==> src/rtl/cft_runmon_pkg.sv <==
// Shared status codes and FSM state encodings for the CFT run monitor.
package cft_runmon_pkg;

    localparam logic [1:0] ST_RUNNING = 2'b00;
    localparam logic [1:0] ST_HALTED  = 2'b01;
    localparam logic [1:0] ST_TIMEOUT = 2'b10;
    localparam logic [1:0] ST_FAIL    = 2'b11;

    typedef enum logic [1:0] {
        S_HOLD = 2'd0,
        S_RUN  = 2'd1,
        S_DONE = 2'd2
    } runmon_state_t;

endpackage

==> src/rtl/cft_runmon_filter.sv <==
// Consecutive-low-sample debouncer for the active-low halt line; 'halted' pulses
// combinationally on the edge that takes the HALT_FILT-th consecutive low sample.
module cft_runmon_filter #(
    parameter int HALT_FILT = 3
) (
    input  logic clk,
    input  logic rst,
    input  logic srst,
    input  logic nhalt,
    output logic halted
);

    localparam int               CNT_W    = (HALT_FILT > 1) ? $clog2(HALT_FILT) : 1;
    localparam logic [CNT_W-1:0] CNT_LAST = CNT_W'(HALT_FILT - 1);

    logic [CNT_W-1:0] r_cnt;

    // Count consecutive low samples, clamped at HALT_FILT-1; any high sample restarts.
    always_ff @(posedge clk or posedge rst) begin
        if (rst) begin
            r_cnt <= '0;
        end else if (srst || nhalt) begin
            r_cnt <= '0;
        end else if (r_cnt != CNT_LAST) begin
            r_cnt <= r_cnt + CNT_W'(1);
        end else begin
            r_cnt <= r_cnt;
        end
    end

    assign halted = ~nhalt & (r_cnt == CNT_LAST);

endmodule

==> src/rtl/cft_run_monitor.sv <==
// Run supervisor: holds the CPU in reset, then watches for fail/halt/watchdog.
// Optional `CFT_RUNMON_CYCCNT_EN exposes the RUN-cycle counter on run_cycles.
module cft_run_monitor
    import cft_runmon_pkg::*;
#(
    parameter int RESET_CYCLES    = 100,
    parameter int TIMEOUT_W       = 24,
    parameter int DEFAULT_TIMEOUT = 100000,
    parameter int NCHAN           = 4,
    parameter int HALT_FILT       = 3
) (
    input  logic                 clk1,
    input  logic                 reset,
    output logic                 nreset_drv,
    input  logic                 nhalt,
    input  logic [NCHAN-1:0]     fail_in,
    input  logic                 timeout_ld,
    input  logic [TIMEOUT_W-1:0] timeout_val,
    output logic                 done,
    output logic [1:0]           status,
    output logic [NCHAN-1:0]     fail_mask
`ifdef CFT_RUNMON_CYCCNT_EN
    ,
    output logic [TIMEOUT_W-1:0] run_cycles
`endif
);

    localparam int                HOLD_W    = (RESET_CYCLES > 1) ? $clog2(RESET_CYCLES) : 1;
    localparam logic [HOLD_W-1:0] HOLD_LAST = HOLD_W'(RESET_CYCLES - 1);

    runmon_state_t        r_state, w_state_nxt;
    logic [HOLD_W-1:0]    r_hold_cnt, w_hold_nxt;
    logic [TIMEOUT_W-1:0] r_run_cnt, w_run_nxt, w_run_inc;
    logic [TIMEOUT_W-1:0] r_limit, w_limit_nxt;
    logic [1:0]           r_status, w_status_nxt;
    logic [NCHAN-1:0]     r_fail_mask, w_mask_nxt;
    logic                 r_done, r_nreset;
    logic                 w_halted, w_timeout;

    cft_runmon_filter #(
        .HALT_FILT (HALT_FILT)
    ) u_filter (
        .clk    (clk1),
        .rst    (reset),
        .srst   (r_state != S_RUN),
        .nhalt  (nhalt),
        .halted (w_halted)
    );

    assign w_run_inc = (&r_run_cnt) ? r_run_cnt : r_run_cnt + TIMEOUT_W'(1);
    assign w_timeout = (r_limit != '0) && (r_run_cnt == r_limit - TIMEOUT_W'(1));

    // State register.
    always_ff @(posedge clk1 or posedge reset) begin
        if (reset) begin
            r_state <= S_HOLD;
        end else begin
            r_state <= w_state_nxt;
        end
    end

    // Next-state, counters and result capture; exit priority is fail > halt > timeout.
    always_comb begin
        w_state_nxt  = r_state;
        w_hold_nxt   = r_hold_cnt;
        w_run_nxt    = r_run_cnt;
        w_limit_nxt  = r_limit;
        w_status_nxt = r_status;
        w_mask_nxt   = r_fail_mask;
        case (r_state)
            S_HOLD: begin
                if (timeout_ld) begin
                    w_limit_nxt = timeout_val;
                end else begin
                    w_limit_nxt = r_limit;
                end
                if (r_hold_cnt == HOLD_LAST) begin
                    w_state_nxt = S_RUN;
                end else begin
                    w_hold_nxt = r_hold_cnt + HOLD_W'(1);
                end
            end
            S_RUN: begin
                w_run_nxt = w_run_inc;
                if (|fail_in) begin
                    w_state_nxt  = S_DONE;
                    w_status_nxt = ST_FAIL;
                    w_mask_nxt   = fail_in;
                end else if (w_halted) begin
                    w_state_nxt  = S_DONE;
                    w_status_nxt = ST_HALTED;
                end else if (w_timeout) begin
                    w_state_nxt  = S_DONE;
                    w_status_nxt = ST_TIMEOUT;
                end else begin
                    w_state_nxt  = S_RUN;
                end
            end
            S_DONE: begin
                w_state_nxt = S_DONE;
            end
            default: begin
                w_state_nxt = S_HOLD;
            end
        endcase
    end

    // Datapath registers; outputs are registered from the next-state decision.
    always_ff @(posedge clk1 or posedge reset) begin
        if (reset) begin
            r_hold_cnt  <= '0;
            r_run_cnt   <= '0;
            r_limit     <= TIMEOUT_W'(DEFAULT_TIMEOUT);
            r_status    <= ST_RUNNING;
            r_fail_mask <= '0;
            r_done      <= 1'b0;
            r_nreset    <= 1'b0;
        end else begin
            r_hold_cnt  <= w_hold_nxt;
            r_run_cnt   <= w_run_nxt;
            r_limit     <= w_limit_nxt;
            r_status    <= w_status_nxt;
            r_fail_mask <= w_mask_nxt;
            r_done      <= (w_state_nxt == S_DONE);
            r_nreset    <= (w_state_nxt != S_HOLD);
        end
    end

    assign nreset_drv = r_nreset;
    assign done       = r_done;
    assign status     = r_status;
    assign fail_mask  = r_fail_mask;
`ifdef CFT_RUNMON_CYCCNT_EN
    assign run_cycles = r_run_cnt;
`endif

endmodule
==> config.mk <==
export PLATFORM = sky130hd
export DESIGN_NAME = cft_run_monitor
export DESIGN_NICKNAME = d
export VERILOG_FILES = /design/src/rtl/cft_runmon_pkg.sv /design/src/rtl/cft_runmon_filter.sv /design/src/rtl/cft_run_monitor.sv
export SDC_FILE = /design/constraint.sdc
export NUM_CORES = 1
export LEC_CHECK = 0
export BUFFER_PORTS_ARGS = -buffer_cell sky130_fd_sc_hd__buf_2
export CORE_AREA = 3 3 95 97
export CTS_CLUSTER_SIZE = 24
export DETAILED_ROUTE_END_ITERATION = 16
export DIE_AREA = 0 0 98 100
export RECOVER_POWER = 100
export SLEW_MARGIN = 10
export SYNTH_ARGS = -nofsm -noshare
export SYNTH_HDL_FRONTEND = slang
export SYNTH_SLANG_ARGS = --single-unit
==> constraint.sdc <==
create_clock -name clk1 -period 3.8 [get_ports clk1]
set_input_delay 0.38 -clock clk1 [delete_from_list [all_inputs] [get_ports clk1]]
set_output_delay 0.38 -clock clk1 [all_outputs]
set_load 0.005 [all_outputs]
==> flow_summary.yaml, run 1 <==
outcome:
  status: "complete, but fails checks"
  violations: "max-capacitance violations, max-slew violations"
synthesis:
  synth.distinct_cells: 53
  async_reset_ff_share_pct: 100
  synth_edf_count: 0
  synth_ff_type: "dfrtp_1"
  synth-seq-cells: 67
  avgSynthCellArea_um2: 10.4
  yosys_warnings: 0
  syn-cell-area_um2: 3720
  seq_area_frac_synth_pct: 45.2
  syn_inst: 358
  synth_nets: 394
power:
  p_leak_nw: 1.83
  finalPower_mw: 1.57
  power_density_nw_per_um2: 373
  peakVddDrop_mv: 0.217
worst_setup_path:
  cp-start-kind: "register"
  r2r_start: "r_limit[0]"
  crit_path_start: "r_limit[0]"
  cp_cell_sequence: "inv_1 -> ha_1 -> or4b_1 -> xor2_1 -> a2bb2oi_1 -> or3_1 -> a2111oi_0 -> and4bb_1 -> a41o_1"
  critical_path.n_buffers_inverters: 1
  slowest_stage: "or4b_1"
  path_max_fanout: 7
  cpPeakStageDelay_ps: 630
  endpoint_kind: "register"
  cp.required_ps: 4080
  reg2reg_to: "status[1]"
  r2r_setup_slack_ps: 600
  cpLargestDelayFamily: "simple AND/OR/NAND/NOR gates"
  critPathKind: "reg -> reg"
  r2r.worst_path.cells: 9
  cp.arrival_ps: 3480
route:
  ant_nets: 0
  drc_errors: 0
  detail_route.wl_per_cell_um: 15.9
  via_count: 2817
  highest_layer: "met4"
  wl_um: 8040
  routed-wl-met2_um: 3700
  wl_met1_um: 3840
  wl_met3_um: 419
  drt_first_pass_iters: 4
  drtIter0Drc: 124
  vias_per_cell: 5.56
placement:
  dp.final_hpwl_um: 6130
  place_inst: 491
  port_buffers: 39
  gp_congestion: 0.862
  dp_slack_ps: 780
cells_and_area:
  syn_to_final_growth_pct: 13.0
  antenna_cells: 0
  drive_above_1_share_pct: 21.6
  fin_nets: 433
  final_cells: 507
  layout_common_cells: "dfrtp_1 (61), xnor2_1 (37), buf_2 (35)"
  layout_commonest_cell: "dfrtp_1"
run:
  maxCapViolCount: 1
clock_network:
  cts-root-buf: "clkbuf_8"
  clock_latency_ps: 340
  htree_levels: 3
  cts_max_path_buffers: 2
  cts_sinks: 67
  ctsHoldBuffers: 0
  clkTransAtPathRegs_ps: 80
  cts_tree: "built"
  cts_resized: 0
  postCtsSetupBuffers: 0
  cts_made_buffers: 9
global_route:
  grt_usage_pct: 17.8
  gr-total-overflow: 0
  grt_pass1_wl_um: 13900
  grt_start_max_net_pins: 51
  first_global_vias: 2769
  antenna_found_initial: 0
timing:
  fin_skew_ps: 7.43
  post-route-period-util_pct: 84.2
  fmax_ghz: 0.312
  min_period_ps: 3200
  worst_slew_pin_slew_ps: 1840
  slew_headroom_pct: -22.6
  tns_ps: 0
  hold_viol_final: 0
  drv_slew: 51
  rsz0062_at_grt: "no"
  finalWorstSetupSlack_ps: 599
  setup_violations: 0
die:
  die_h_um: 100
  initial_utilization_pct: 45.3
  io_pins: 40
  die_area_um2: 9800
  rows: 33
  core_um2: 8220
  die_width_um: 98
min_path:
  min_to: "u_filter.r_cnt[1]"
  hold_depth: 2
  worstHoldStart: "nhalt"
  hp-class: "in -> reg"
## flip-flops by register name, indices dropped and copies added (netlist names)
name / count
r_limit: 24
r_run_cnt: 24
r_hold_cnt: 7
fail_mask: 4
r_state: 2
status: 2
u_filter.r_cnt: 2
done: 1
nreset_drv: 1
## cell type report
| cell class | count | area [um^2] |
|---|---|---|
| fill | 752 | 4010 |
| inverter | 9 | 33.8 |
| sequential | 67 | 1680 |
| multi-input combinational | 266 | 1930 |
| timing repair buffer | 44 | 213 |
| clock inverter | 4 | 47.5 |
| tap | 105 | 131 |
| clock buffer | 12 | 165 |
## cell usage after synthesis (4+ instances only)
cell / instances / area (um^2)
nand4_1: 11 / 68.8
nand2b_1: 5 / 31.3
inv_1: 9 / 33.8
and4_1: 9 / 78.8
clkbuf_1: 12 / 45.0
a21oi_1: 12 / 60.1
xnor2_1: 37 / 324
mux2_2: 26 / 293
o21ai_0: 4 / 20.0
nor2_1: 13 / 48.8
dfrtp_1: 61 / 1530
nor2b_1: 7 / 43.8
or3_1: 7 / 43.8
xor2_1: 19 / 166
nor4_1: 5 / 31.3
and3_1: 6 / 37.5
nor3_1: 11 / 55.1
nand3_1: 13 / 65.1
nand2_1: 28 / 105
and2_1: 4 / 25.0
a31oi_1: 4 / 25.0
dfstp_2: 6 / 158
ha_1: 4 / 50.1
## through the flow
step / util, % / hold WS [ps] / instance area (um^2)
floorplan: - / 438 / 3720
global placement: 48.9 / 459 / 4020
detailed placement: 48.9 / 462 / 4020
CTS: 51.5 / 209 / 4230
global route: 51.2 / 206 / 4210
finish: 51.2 / 224 / 4210
## power by group
part           internal, mW  switching [mW]
clock network         0.355           0.271
logic                0.0769          0.0775
registers             0.744          0.0447
total                  1.18           0.393
## worst max-delay path by stage
stage                end  slack, ps  cells past startpoint
6_report       status[1]        600                      9
5_1_grt        status[1]        460                      9
4_1_cts        status[1]        760                      9
3_5_place_dp   status[1]        780                      9
3_3_place_gp   status[1]        970                      9
2_1_floorplan  status[1]       1080                     10
## per-layer routing
metal	vias up	global-route usage, %
li1	1375	-
met2	69	27.3
met1	1366	24.7
met4	0	5.01
met5	-	0
met3	7	5.00
## kinds of logic (layout without fill, tap and decap cells)
family          after synthesis  after routing  synth area share, %
buf+inv                      25             69                 2.76
xor+xnor                     56             56                 13.2
simple gates                134            134                 20.8
compound gates               43             43                 8.00
flops                        67             67                 45.2
mux                          29             29                 8.67
fa+ha+maj                     4              4                 1.34
## worst register-to-register path, stage by stage (launching register included)
cell and delay [ps]:
dfrtp_1 410, inv_1 90, ha_1 260, or4b_1 640, xor2_1 230, a2bb2oi_1 170, or3_1 300, a2111oi_0 480
and4bb_1 380, a41o_1 190
Power figures use the tool's default switching activity.
==> run 2: changes to the inputs <==
Settings changed: PLACE_DENSITY set to 0.66.
Clock period 3.8 ns to 2.9 ns, I/O delays scaled along.
==> flow_summary.yaml, run 2 (synthesis results as in run 1) <==
outcome:
  status: "finished clean"
die:
  die_h_um: 100
  die_width_um: 98
  io_pins: 40
  rows: 33
  core_um2: 8220
  initial_utilization_pct: 45.3
  die_area_um2: 9800
cells_and_area:
  fin_nets: 440
  seqCellArea_um2: 1680
  drive_above_1_share_pct: 24.2
  multiInputGateArea_um2: 1940
  antenna_cells: 0
  reg_top3: "r_limit: 24 flops, r_run_cnt: 24 flops, r_hold_cnt: 7 flops"
  layout_common_cells: "dfrtp_1 (61), xnor2_1 (37), buf_2 (37)"
  layout_commonest_cell: "dfrtp_1"
  fin_area_um2: 4280
  syn_to_final_growth_pct: 15.0
  fill_cells: 744
timing:
  tns_ps: 0
  setup_violations: 0
  fmax_ghz: 0.360
  slew_headroom_pct: 17.4
  fin_skew_ps: 8.90
  hold_viol_final: 0
  worst_slew_pin_slew_ps: 1240
  min_period_ps: 2780
  rsz0062_at_grt: "no"
  post-route-period-util_pct: 95.7
  drv_slew: 0
global_route:
  gr-total-overflow: 0
  first_global_vias: 2668
  grt_usage_pct: 16.8
  antenna_found_initial: 0
  grt_pass1_wl_um: 13200
  grt_start_max_net_pins: 38
clock_network:
  cts_max_path_buffers: 2
  cts_made_buffers: 9
  cts_sinks: 67
  cts-root-buf: "clkbuf_8"
  clock_latency_ps: 340
  clkTransAtPathRegs_ps: 70
  htree_levels: 3
  cts_tree: "built"
  ctsHoldBuffers: 0
route:
  drt_first_pass_iters: 4
  via_count: 2825
  vias_per_cell: 5.50
  drtIter0Drc: 164
  ant_nets: 0
  drc_errors: 0
  wl_um: 7690
  detail_route.wl_per_cell_um: 15.0
run:
  maxCapViolCount: 0
worst_setup_path:
  cp_cell_sequence: "inv_1 -> ha_1 -> or4b_4 -> xor2_1 -> a2bb2oi_1 -> or3_1 -> a2111oi_1 -> and4bb_2 -> o21ai_0"
  slowest_stage: "or4b_4"
  critPathKind: "reg -> reg"
  endpoint_kind: "register"
  path_max_fanout: 6
  cp-start-kind: "register"
  cpPeakStageDelay_ps: 510
  cp.required_ps: 3100
  cp.arrival_ps: 2980
placement:
  placed_area_um2: 4070
  dp.final_hpwl_um: 5840
  gp_congestion: 0.864
  port_buffers: 39
power:
  peakVddDrop_mv: 0.241
  p_leak_nw: 1.87
  power_density_nw_per_um2: 492
min_path:
  hp-class: "in -> reg"
[run 2: changes by cell type in the layout (fill, tap and decap cells not counted), sizes merged]
cell      delta
buf          +9
bufinv       +1
clkbuf       -4
clkinvlp     +1
[run 2: per-stage QoR]
stage,hold slack (ps),total power [mW],util [%],std cells,setup slack (ps)
6_report,140,2.11,52.1,514,124
3_3_place_gp,425,1.26,49.5,496,182
4_1_cts,55.2,2.14,52.3,512,79.8
3_5_place_dp,427,1.27,49.5,496,105
5_1_grt,137,2.21,52.1,514,8.99
2_1_floorplan,363,1.18,-,358,180
[run 2: timing repair]
action	CTS	global route
setup buffers	0	2
setup endpoints to repair	0	5
resized for setup	0	2
[run 2: routing by layer]
| layer | track usage (%) | wire, um | up-vias |
|---|---|---|---|
| li1 | - | - | 1387 |
| met1 | 24.4 | 3840 | 1376 |
| met2 | 25.2 | 3440 | 55 |
| met3 | 3.27 | 336 | 7 |
| met4 | 5.43 | 70 | 0 |
| met5 | 0 | 0 | - |
[run 2: critical path, delay by kind of cell (launching register included)]
family / cells / cell delay (ps)
compound gates: 3 / 650
xor+xnor: 1 / 180
fa+ha+maj: 1 / 160
buf+inv: 1 / 80
flops: 1 / 400
simple gates: 3 / 1160
[run 2: worst paths after layout]
check,from,endpoint,slack [ps],cells past startpoint
worst max-delay path,r_limit[0],r_state[0],120,9
worst min-delay path,nhalt,u_filter.r_cnt[0],140,2
worst max register to register,r_limit[0],r_state[0],120,9
worst min register to register,fail_mask[0],fail_mask[0],470,2
max in group asynchronous,reset,r_run_cnt[14],1200,3
min in group asynchronous,reset,fail_mask[0],230,2
[run 2: where the power goes]
| part | switching (mW) | internal [mW] |
|---|---|---|
| Clock | 0.354 | 0.507 |
| Combinational | 0.113 | 0.112 |
| Sequential | 0.0474 | 0.975 |
| Total | 0.515 | 1.59 |
[run 2: area by class of cell]
| class | count | area share (%) |
|---|---|---|
| Tap cell | 105 | 3.07 |
| Clock buffer | 10 | 3.21 |
| Clock inverter | 6 | 2.07 |
| Sequential cell | 67 | 39.3 |
| Inverter | 9 | 0.789 |
| Timing Repair Buffer | 51 | 6.28 |
| Multi-Input combinational cell | 266 | 45.3 |
